## src/rtl/cpu_pkg.sv

```systemverilog
// Shared definitions for the CPU pipeline: ALU op encodings, opcode/funct
// values and the control bundle carried from decode into ID/EX.
package cpu_pkg;

    localparam logic [2:0] ALU_AND = 3'b000;
    localparam logic [2:0] ALU_OR  = 3'b001;
    localparam logic [2:0] ALU_ADD = 3'b010;
    localparam logic [2:0] ALU_SUB = 3'b110;
    localparam logic [2:0] ALU_SLT = 3'b111;

    localparam logic [5:0] OP_RTYPE = 6'b000000;
    localparam logic [5:0] OP_LW    = 6'b100011;
    localparam logic [5:0] OP_SW    = 6'b101011;
    localparam logic [5:0] OP_BEQ   = 6'b000100;
    localparam logic [5:0] OP_ADDI  = 6'b001000;
    localparam logic [5:0] OP_SLTI  = 6'b001010;
    localparam logic [5:0] OP_ORI   = 6'b001101;

    localparam logic [5:0] FN_ADD = 6'b100000;
    localparam logic [5:0] FN_SUB = 6'b100010;
    localparam logic [5:0] FN_AND = 6'b100100;
    localparam logic [5:0] FN_OR  = 6'b100101;
    localparam logic [5:0] FN_SLT = 6'b101010;

    typedef struct packed {
        logic [2:0] alu_sel;
        logic       binvert;
        logic       alu_src;
        logic       dst_rd;
        logic       reg_write;
        logic       mem_read;
        logic       mem_write;
        logic       mem_to_reg;
        logic       branch;
        logic       illegal;
    } ctrl_t;

    // Bubble: an ADD that writes nothing and touches no memory.
    localparam ctrl_t CTRL_BUBBLE = '{
        alu_sel:    ALU_ADD,
        binvert:    1'b0,
        alu_src:    1'b0,
        dst_rd:     1'b0,
        reg_write:  1'b0,
        mem_read:   1'b0,
        mem_write:  1'b0,
        mem_to_reg: 1'b0,
        branch:     1'b0,
        illegal:    1'b0
    };

    function automatic logic binvert_of(input logic [2:0] sel);
        return (sel == ALU_SUB) || (sel == ALU_SLT);
    endfunction

endpackage

```

## src/rtl/alu_ctrl_decode.sv

```systemverilog
// Combinational decode of opcode/funct into ALU slice controls and
// pipeline control bits; unsupported encodings raise illegal.
module alu_ctrl_decode
    import cpu_pkg::*;
(
    input  logic [5:0] opcode_in,
    input  logic [5:0] funct_in,
    output ctrl_t      ctrl_out
);

    ctrl_t w_ctrl;

    // Opcode/funct lookup; binvert derived from the chosen ALU op.
    always_comb begin
        w_ctrl = CTRL_BUBBLE;
        case (opcode_in)
            OP_RTYPE: begin
                w_ctrl.dst_rd    = 1'b1;
                w_ctrl.reg_write = 1'b1;
                case (funct_in)
                    FN_ADD:  w_ctrl.alu_sel = ALU_ADD;
                    FN_SUB:  w_ctrl.alu_sel = ALU_SUB;
                    FN_AND:  w_ctrl.alu_sel = ALU_AND;
                    FN_OR:   w_ctrl.alu_sel = ALU_OR;
                    FN_SLT:  w_ctrl.alu_sel = ALU_SLT;
                    default: begin
                        w_ctrl.reg_write = 1'b0;
                        w_ctrl.illegal   = 1'b1;
                    end
                endcase
            end
            OP_LW: begin
                w_ctrl.alu_src    = 1'b1;
                w_ctrl.mem_read   = 1'b1;
                w_ctrl.mem_to_reg = 1'b1;
                w_ctrl.reg_write  = 1'b1;
            end
            OP_SW: begin
                w_ctrl.alu_src   = 1'b1;
                w_ctrl.mem_write = 1'b1;
            end
            OP_BEQ: begin
                w_ctrl.alu_sel = ALU_SUB;
                w_ctrl.branch  = 1'b1;
            end
            OP_ADDI: begin
                w_ctrl.alu_src   = 1'b1;
                w_ctrl.reg_write = 1'b1;
            end
            OP_SLTI: begin
                w_ctrl.alu_sel   = ALU_SLT;
                w_ctrl.alu_src   = 1'b1;
                w_ctrl.reg_write = 1'b1;
            end
            OP_ORI: begin
                w_ctrl.alu_sel   = ALU_OR;
                w_ctrl.alu_src   = 1'b1;
                w_ctrl.reg_write = 1'b1;
            end
            default: begin
                w_ctrl.illegal = 1'b1;
            end
        endcase
        w_ctrl.binvert = binvert_of(w_ctrl.alu_sel);
    end

    assign ctrl_out = w_ctrl;

endmodule

```

## src/rtl/id_ex_stage.sv

```systemverilog
// ID/EX pipeline register: captures operands and decoded ALU/pipeline
// controls, with flush/stall handling and a saturating bubble counter.
module id_ex_stage
    import cpu_pkg::*;
#(
    parameter int DATA_W = 32,
    parameter int REG_AW = 5,
    parameter int CNT_W  = 16
) (
    input  logic              clk,
    input  logic              rst,
    input  logic              stall,
    input  logic              flush,
    input  logic              valid_in,
    input  logic [5:0]        opcode_in,
    input  logic [5:0]        funct_in,
    input  logic [DATA_W-1:0] rs_data_in,
    input  logic [DATA_W-1:0] rt_data_in,
    input  logic [DATA_W-1:0] imm_in,
    input  logic [REG_AW-1:0] rs_in,
    input  logic [REG_AW-1:0] rt_in,
    input  logic [REG_AW-1:0] rd_in,
    output logic              valid_out,
    output logic [2:0]        alu_sel,
    output logic              binvert,
    output logic [DATA_W-1:0] alu_a,
    output logic [DATA_W-1:0] alu_b,
    output logic [DATA_W-1:0] rt_data_out,
    output logic [REG_AW-1:0] rs_out,
    output logic [REG_AW-1:0] rt_out,
    output logic [REG_AW-1:0] dst_out,
    output logic              reg_write,
    output logic              mem_read,
    output logic              mem_write,
    output logic              mem_to_reg,
    output logic              branch,
    output logic              illegal,
    output logic [CNT_W-1:0]  bubble_cnt
);

    ctrl_t             w_ctrl;
    logic [DATA_W-1:0] w_alu_b;
    logic [REG_AW-1:0] w_dst;

    ctrl_t             r_ctrl;
    logic              r_valid;
    logic [DATA_W-1:0] r_alu_a;
    logic [DATA_W-1:0] r_alu_b;
    logic [DATA_W-1:0] r_rt_data;
    logic [REG_AW-1:0] r_rs;
    logic [REG_AW-1:0] r_rt;
    logic [REG_AW-1:0] r_dst;
    logic [CNT_W-1:0]  r_bubble_cnt;

    alu_ctrl_decode u_decode (
        .opcode_in (opcode_in),
        .funct_in  (funct_in),
        .ctrl_out  (w_ctrl)
    );

    assign w_alu_b = w_ctrl.alu_src ? imm_in : rt_data_in;
    assign w_dst   = w_ctrl.dst_rd  ? rd_in  : rt_in;

    // Pipeline register: rst > flush > stall > load; an invalid load is a
    // bubble that does not count toward bubble_cnt.
    always_ff @(posedge clk) begin
        if (rst) begin
            r_valid      <= 1'b0;
            r_ctrl       <= CTRL_BUBBLE;
            r_alu_a      <= '0;
            r_alu_b      <= '0;
            r_rt_data    <= '0;
            r_rs         <= '0;
            r_rt         <= '0;
            r_dst        <= '0;
            r_bubble_cnt <= '0;
        end else if (flush) begin
            r_valid   <= 1'b0;
            r_ctrl    <= CTRL_BUBBLE;
            r_alu_a   <= '0;
            r_alu_b   <= '0;
            r_rt_data <= '0;
            r_rs      <= '0;
            r_rt      <= '0;
            r_dst     <= '0;
            if (r_bubble_cnt != {CNT_W{1'b1}}) begin
                r_bubble_cnt <= r_bubble_cnt + CNT_W'(1);
            end
        end else if (stall) begin
            r_valid <= r_valid;
        end else if (valid_in) begin
            r_valid   <= 1'b1;
            r_ctrl    <= w_ctrl;
            r_alu_a   <= rs_data_in;
            r_alu_b   <= w_alu_b;
            r_rt_data <= rt_data_in;
            r_rs      <= rs_in;
            r_rt      <= rt_in;
            r_dst     <= w_dst;
        end else begin
            r_valid   <= 1'b0;
            r_ctrl    <= CTRL_BUBBLE;
            r_alu_a   <= '0;
            r_alu_b   <= '0;
            r_rt_data <= '0;
            r_rs      <= '0;
            r_rt      <= '0;
            r_dst     <= '0;
        end
    end

    assign valid_out   = r_valid;
    assign alu_sel     = r_ctrl.alu_sel;
    assign binvert     = r_ctrl.binvert;
    assign alu_a       = r_alu_a;
    assign alu_b       = r_alu_b;
    assign rt_data_out = r_rt_data;
    assign rs_out      = r_rs;
    assign rt_out      = r_rt;
    assign dst_out     = r_dst;
    assign reg_write   = r_ctrl.reg_write;
    assign mem_read    = r_ctrl.mem_read;
    assign mem_write   = r_ctrl.mem_write;
    assign mem_to_reg  = r_ctrl.mem_to_reg;
    assign branch      = r_ctrl.branch;
    assign illegal     = r_ctrl.illegal;
    assign bubble_cnt  = r_bubble_cnt;

endmodule
```

## config.mk

```make
export PLATFORM = sky130hd
export DESIGN_NAME = id_ex_stage
export DESIGN_NICKNAME = d
export VERILOG_FILES = /design/src/rtl/cpu_pkg.sv /design/src/rtl/alu_ctrl_decode.sv /design/src/rtl/id_ex_stage.sv
export SDC_FILE = /design/constraint.sdc
export NUM_CORES = 1
export LEC_CHECK = 0
export CORE_MARGIN = 1
export CORE_UTILIZATION = 41
export CTS_BUF_LIST = sky130_fd_sc_hd__clkbuf_8 sky130_fd_sc_hd__clkbuf_16
export CTS_CLUSTER_DIAMETER = 30
export DETAILED_ROUTE_END_ITERATION = 16
export PLACE_DENSITY = 0.86
export SLEW_MARGIN = 15
export SYNTH_ARGS = -nofsm -noshare
export SYNTH_HDL_FRONTEND = slang
export SYNTH_SLANG_ARGS = --single-unit
```

## constraint.sdc

```tcl
create_clock -name clk -period 2.03 [get_ports clk]
set_clock_uncertainty 0.15 [all_clocks]
set_input_delay 0.3045 -clock clk [delete_from_list [all_inputs] [get_ports clk]]
set_output_delay 0.3045 -clock clk [all_outputs]
set_load 0.01 [all_outputs]
```

Word level (Yosys, flattened, before mapping)
Cells that the tools add are included.
{ "word_totals": {"ram_bits": 0, "ff_bits": 138, "elab_cells": 60, "out_inout_bits": 138, "rom_bits": 0, "mem_count": 0, "latch_bits": 0} }
{ "op_classes": {"bitwise_logic": 0, "mul": 0, "n_shift": 0, "magnitude_cmp": 0, "reduce_logical": 8, "eq_ne": 14, "n_addsub": 1, "div": 0, "muxes": 21} }
{ "op_table": {"columns": ["op", "n"], "rows": [
  ["32-bit two-way mux", 4],
  ["6-bit equality test, second input constant", 7],
  ["3-bit one-hot mux with 4 select lines", 2],
  ["5-bit two-way mux", 4],
  ["6-bit by 4-bit equality test with 1-bit output, second input constant", 3],
  ["16-bit by 1-bit adder with 16-bit output, second input constant", 1],
  ["16-bit != test, second input constant", 1],
  ["12-bit two-way mux", 1],
  ["5-bit OR reduction", 2],
  ["1-bit two-way mux", 8],
  ["3-bit equality test, second input constant", 2],
  ["6-bit by 3-bit equality test with 1-bit output, second input constant", 1],
  ["6-bit logical NOT", 1],
  ["6-bit OR reduction", 1],
  ["1-bit one-hot mux with 2 select lines", 2],
  ["4-bit OR reduction", 1],
  ["2-bit AND reduction", 1],
  ["2-bit OR reduction", 1],
  ["1-bit logical OR", 1]
]} }

Depth between registers and ports, before layout
{ "logic_depth": {"depth_word": 6, "ltp_mapped": 7, "ltp_nobuf": 5} }

Hierarchy
Synthesis repeated with hierarchy kept, for this count alone.
{ "unflattened": {"cells_unflattened": 638, "area_unflattened_um2": 5585.4} }
{ "by_module_without_submodules": {"columns": ["module", "area_per_inst_um2", "seq_area_each_um2", "cells_each", "n_inst"], "rows": [
  ["id_ex_stage", 5280.1, 2762.6, 594, 1],
  ["alu_ctrl_decode", 305.3, 0.0, 44, 1]
]} }

Worst setup path before layout
OpenSTA, ideal clock, no wires.
{ "synth_timing": {"path_type": "register to register", "start": "register r_bubble_cnt[4] (netlist: bubble_cnt[4])", "end": "register r_bubble_cnt[11] (netlist: bubble_cnt[11])", "path_stages_with_launch": 5, "period_less_slack_ps": 1831, "required_ps": 1757, "path_buffers": 0, "setup_ps": 123, "arrival_time_ps": 1558, "path_slack_ps": 199, "cell_sequence": "dfxtp_1 -> nand4_1 -> nor4_2 -> o31a_1 -> mux2_1"} }
{ "synth_between": {"elab_chain_cells": 2, "word_cells_on_any_way": 3} }
{ "synth_lines": {"columns": ["item", "line", "rtl"], "rows": [
  ["from (decl)", "id_ex_stage.sv:53", "logic [CNT_W-1:0] r_bubble_cnt;"],
  ["from (signal assigned)", "id_ex_stage.sv:87", "r_bubble_cnt <= r_bubble_cnt + CNT_W'(1);"],
  ["branches (longest 2 deep; another with 16-bit by 1-bit adder with 16-bit output)", null, null]
]} }
Parallel ways; which one is timed is not known.
A chain may end at the register's enable or synchronous reset.

Worst setup path after layout
{ "layout_timing": {"start": "register r_bubble_cnt[10] (netlist: bubble_cnt[10])", "end": "output port bubble_cnt[10]"} }
{ "layout_rtl": {"columns": ["item", "line", "rtl"], "rows": [
  ["to (decl)", "id_ex_stage.sv:38", "output logic [CNT_W-1:0] bubble_cnt"]
]} }
No word-level cell between the ends.

==> impl_metrics.tcl <==
set metrics [dict create \
    core.rowCount 43 \
    synth_edf_count 0 \
    grt_pass1_wl_mm 29.5 \
    ir_worst_vdd_mv 0.470 \
    clockBufferDepth 2 \
    antenna_left 0 \
    status "complete, no violations" \
    setup-tns-final_ns 0 \
    dr_total_vias 6268 \
    finalHoldViolCount 0 \
    grt_max_degree 83 \
    async_flop_share_pct 0 \
    routabilityCongestion 0.805 \
    dr.pass1.iters 5 \
    clock_latency_ns 0.42 \
    fp.dieH_um 123 \
    cts_num_sinks 137 \
    synth_cell_type_count 54 \
    cap_violations 0 \
    clkTransAtPathRegs_ns 0.06 \
    layout_setup_ws_ns 0.0632 \
    tightest_slew_ns 0.642 \
    p_leak_nw 3.55 \
    drive_above_1_share_pct 11.0 \
    hold_path_class "in -> reg" \
    dp_hpwl_mm 13.3 \
    postCtsSetupRepairBufs 0 \
    crit_family "buffers and inverters" \
    fin_nets 1059 \
    cp_slowest_cell "clkdlybuf4s50_1" \
    initial_core_util_pct 42.8 \
    dieArea_sq_um 15200 \
    cp_num_buf_inv 1 \
    h-tree-depth 4 \
    pin_count 266 \
    wirelength_mm 19.5 \
    grt_pass1_vias 5934 \
    cp-end-kind "output pin" \
    fin_util_pct 69.1 \
    synth_cells 666 \
    viasPerCell 5.58 \
    numPortBuffers 265 \
    synth_seq_cells 137 \
    ys.flop_type "dfxtp_1" \
    required_ns 1.58 \
    cts_buffers 17 \
    setup_viol 0 \
    cp_max_fo 8 \
    finalCritPeriodShare_pct 96.9 \
    antenna_found_initial 0 \
    reg2reg_slack_ns 0.13 \
    synth.avg_cell_area_sq_um 9.05 \
    p_total_w 0.00696 \
    criticalPathCategory "reg -> out" \
    netlist_area_sq_um 6030 \
    nFillCells 1101 \
    fmax_ghz 0.508 \
    drtIter0Drc 331 \
    die_x_um 123 \
    cts_tree "built" \
    dp_worst_setup_slack_ns -0.250 \
    avgRoutedWirePerCell_um 17.4 \
    drv_slew 0 \
    root_buffer "clkbuf_16" \
    rsz0062_at_grt "no" \
    ys_seq_area_share_pct 45.5 \
    path_cells "clkdlybuf4s50_1" \
    worstPathArrival_ns 1.51 \
    syn_to_final_growth_pct 61.5 \
    synth_nets 795 \
    cellPowerDensity_nw_per_um2 714 \
    yosys_warnings 0 \
    cp-start-kind "flop" \
    grt_overflow 0 \
    track_usage_pct 25.0 \
    cpPeakStageDelay_ns 0.60 \
    whs_ns 0.100 \
    relSlewSlack_pct 57.2 \
    layout_min_cycle_time_ns 1.97 \
    drcViolationCount 0 \
    coreArea_sq_um 14100 \
    antenna-diode-count 0 \
]
==> power breakdown <==
group	internal (W)	switching (W)	total (W)
sequential	0.00275	0.0000333	0.00278
combinational	0.000471	0.000360	0.000831
clock	0.00213	0.00121	0.00334
==> stage by stage <==
step	cell area [sq um]	std cells
6_report	9740	1123
5_1_grt	9740	1123
4_1_cts	9740	1123
3_5_place_dp	9090	1091
3_3_place_gp	9090	1091
2_1_floorplan	6030	666
==> metal layers <==
| metal | up-vias | global-route usage (%) | wire length [um] |
|---|---|---|---|
| li1 | 2963 | - | - |
| met1 | 2996 | 28.6 | 7970 |
| met2 | 271 | 43.1 | 9450 |
| met3 | 38 | 7.66 | 1620 |
| met4 | 0 | 10.6 | 474 |
| met5 | - | 0 | 0 |
==> state kept, by name, indices dropped and copies added (netlist names), 3 cells and up <==
signal and flops:
rt_data_out 32, rs_out 5, dst_out 5, bubble_cnt 16, alu_sel 3, alu_a 32, rt_out 5, alu_b 32
==> kinds of logic after synthesis <==
logic type	count (synthesis)	share of synthesized area (%)
mux	40	7.35
buf+inv	68	5.06
compound gates	160	19.6
xor+xnor	1	0.145
simple gates	259	22.1
flops	137	45.5
fa+ha+maj	1	0.208
==> synthesized netlist by cell type (2+ instances only) <==
cell type	instances	area, sq um
dfxtp_1	137	2740
nor2_1	86	323
a22oi_1	77	578
nand2_1	75	282
clkbuf_1	36	135
a32oi_1	33	289
nand3b_1	33	248
mux2_1	20	225
buf_2	19	95.1
a21oi_1	17	85.1
o21ai_0	16	80.1
mux2_2	14	158
or3_1	9	56.3
nand3_1	8	40.0
nand4_1	7	43.8
mux2i_1	6	60.1
buf_1	5	18.8
nor3_1	5	25.0
inv_1	4	15.0
nand2b_1	4	25.0
nor2b_1	4	25.0
and3_1	3	18.8
and4_1	3	26.3
buf_6	3	33.8
nor3b_1	3	22.5
nor4_1	3	18.8
a211oi_1	2	15.0
a21o_1	2	15.0
a22o_1	2	17.5
and2_1	2	12.5
and4b_1	2	20.0
nor4_2	2	25.0
nor4bb_1	2	20.0
o31ai_1	2	15.0
==> final cells by class <==
class | count | area (sq um) | share of cell area [%]
clock inverter | 13 | 193 | 1.98
clock buffer | 19 | 453 | 4.65
timing repair buffer | 309 | 3110 | 31.9
multi-input combinational | 461 | 3000 | 30.8
inverter | 4 | 15.0 | 0.154
tap | 180 | 225 | 2.31
sequential | 137 | 2750 | 28.2
==> worst paths after layout <==
path	from	end	cells past startpoint
max	bubble_cnt[10]	bubble_cnt[10]	1
min	opcode_in[4]	reg_write	2
max reg2reg	bubble_cnt[1]	bubble_cnt[12]	5
min reg2reg	binvert	binvert	1
==> placed cells by master, fill, tap and decap left out, types with 7 or more instances in the layout <==
cell type        instances
mux2_2                  14
or3_1                    9
clkbuf_16               17
nand2_1                 75
nand3b_1                33
nor2_1                  85
o21ai_0                 16
buf_4                   33
nand4_1                  7
a32oi_1                 33
dfxtp_1                135
buf_12                  11
a22oi_1                 77
a21oi_1                 17
nand3_1                  8
mux2_1                  20
clkdlybuf4s50_1        263
==> what timing repair did <==
item                       in CTS  in global routing
gates resized for setup         1                  1
setup endpoints to repair       1                  1
hold buffers                    0                  0
hold endpoints to repair        0                  0
Note: power is estimated with default switching activity, not from simulation.
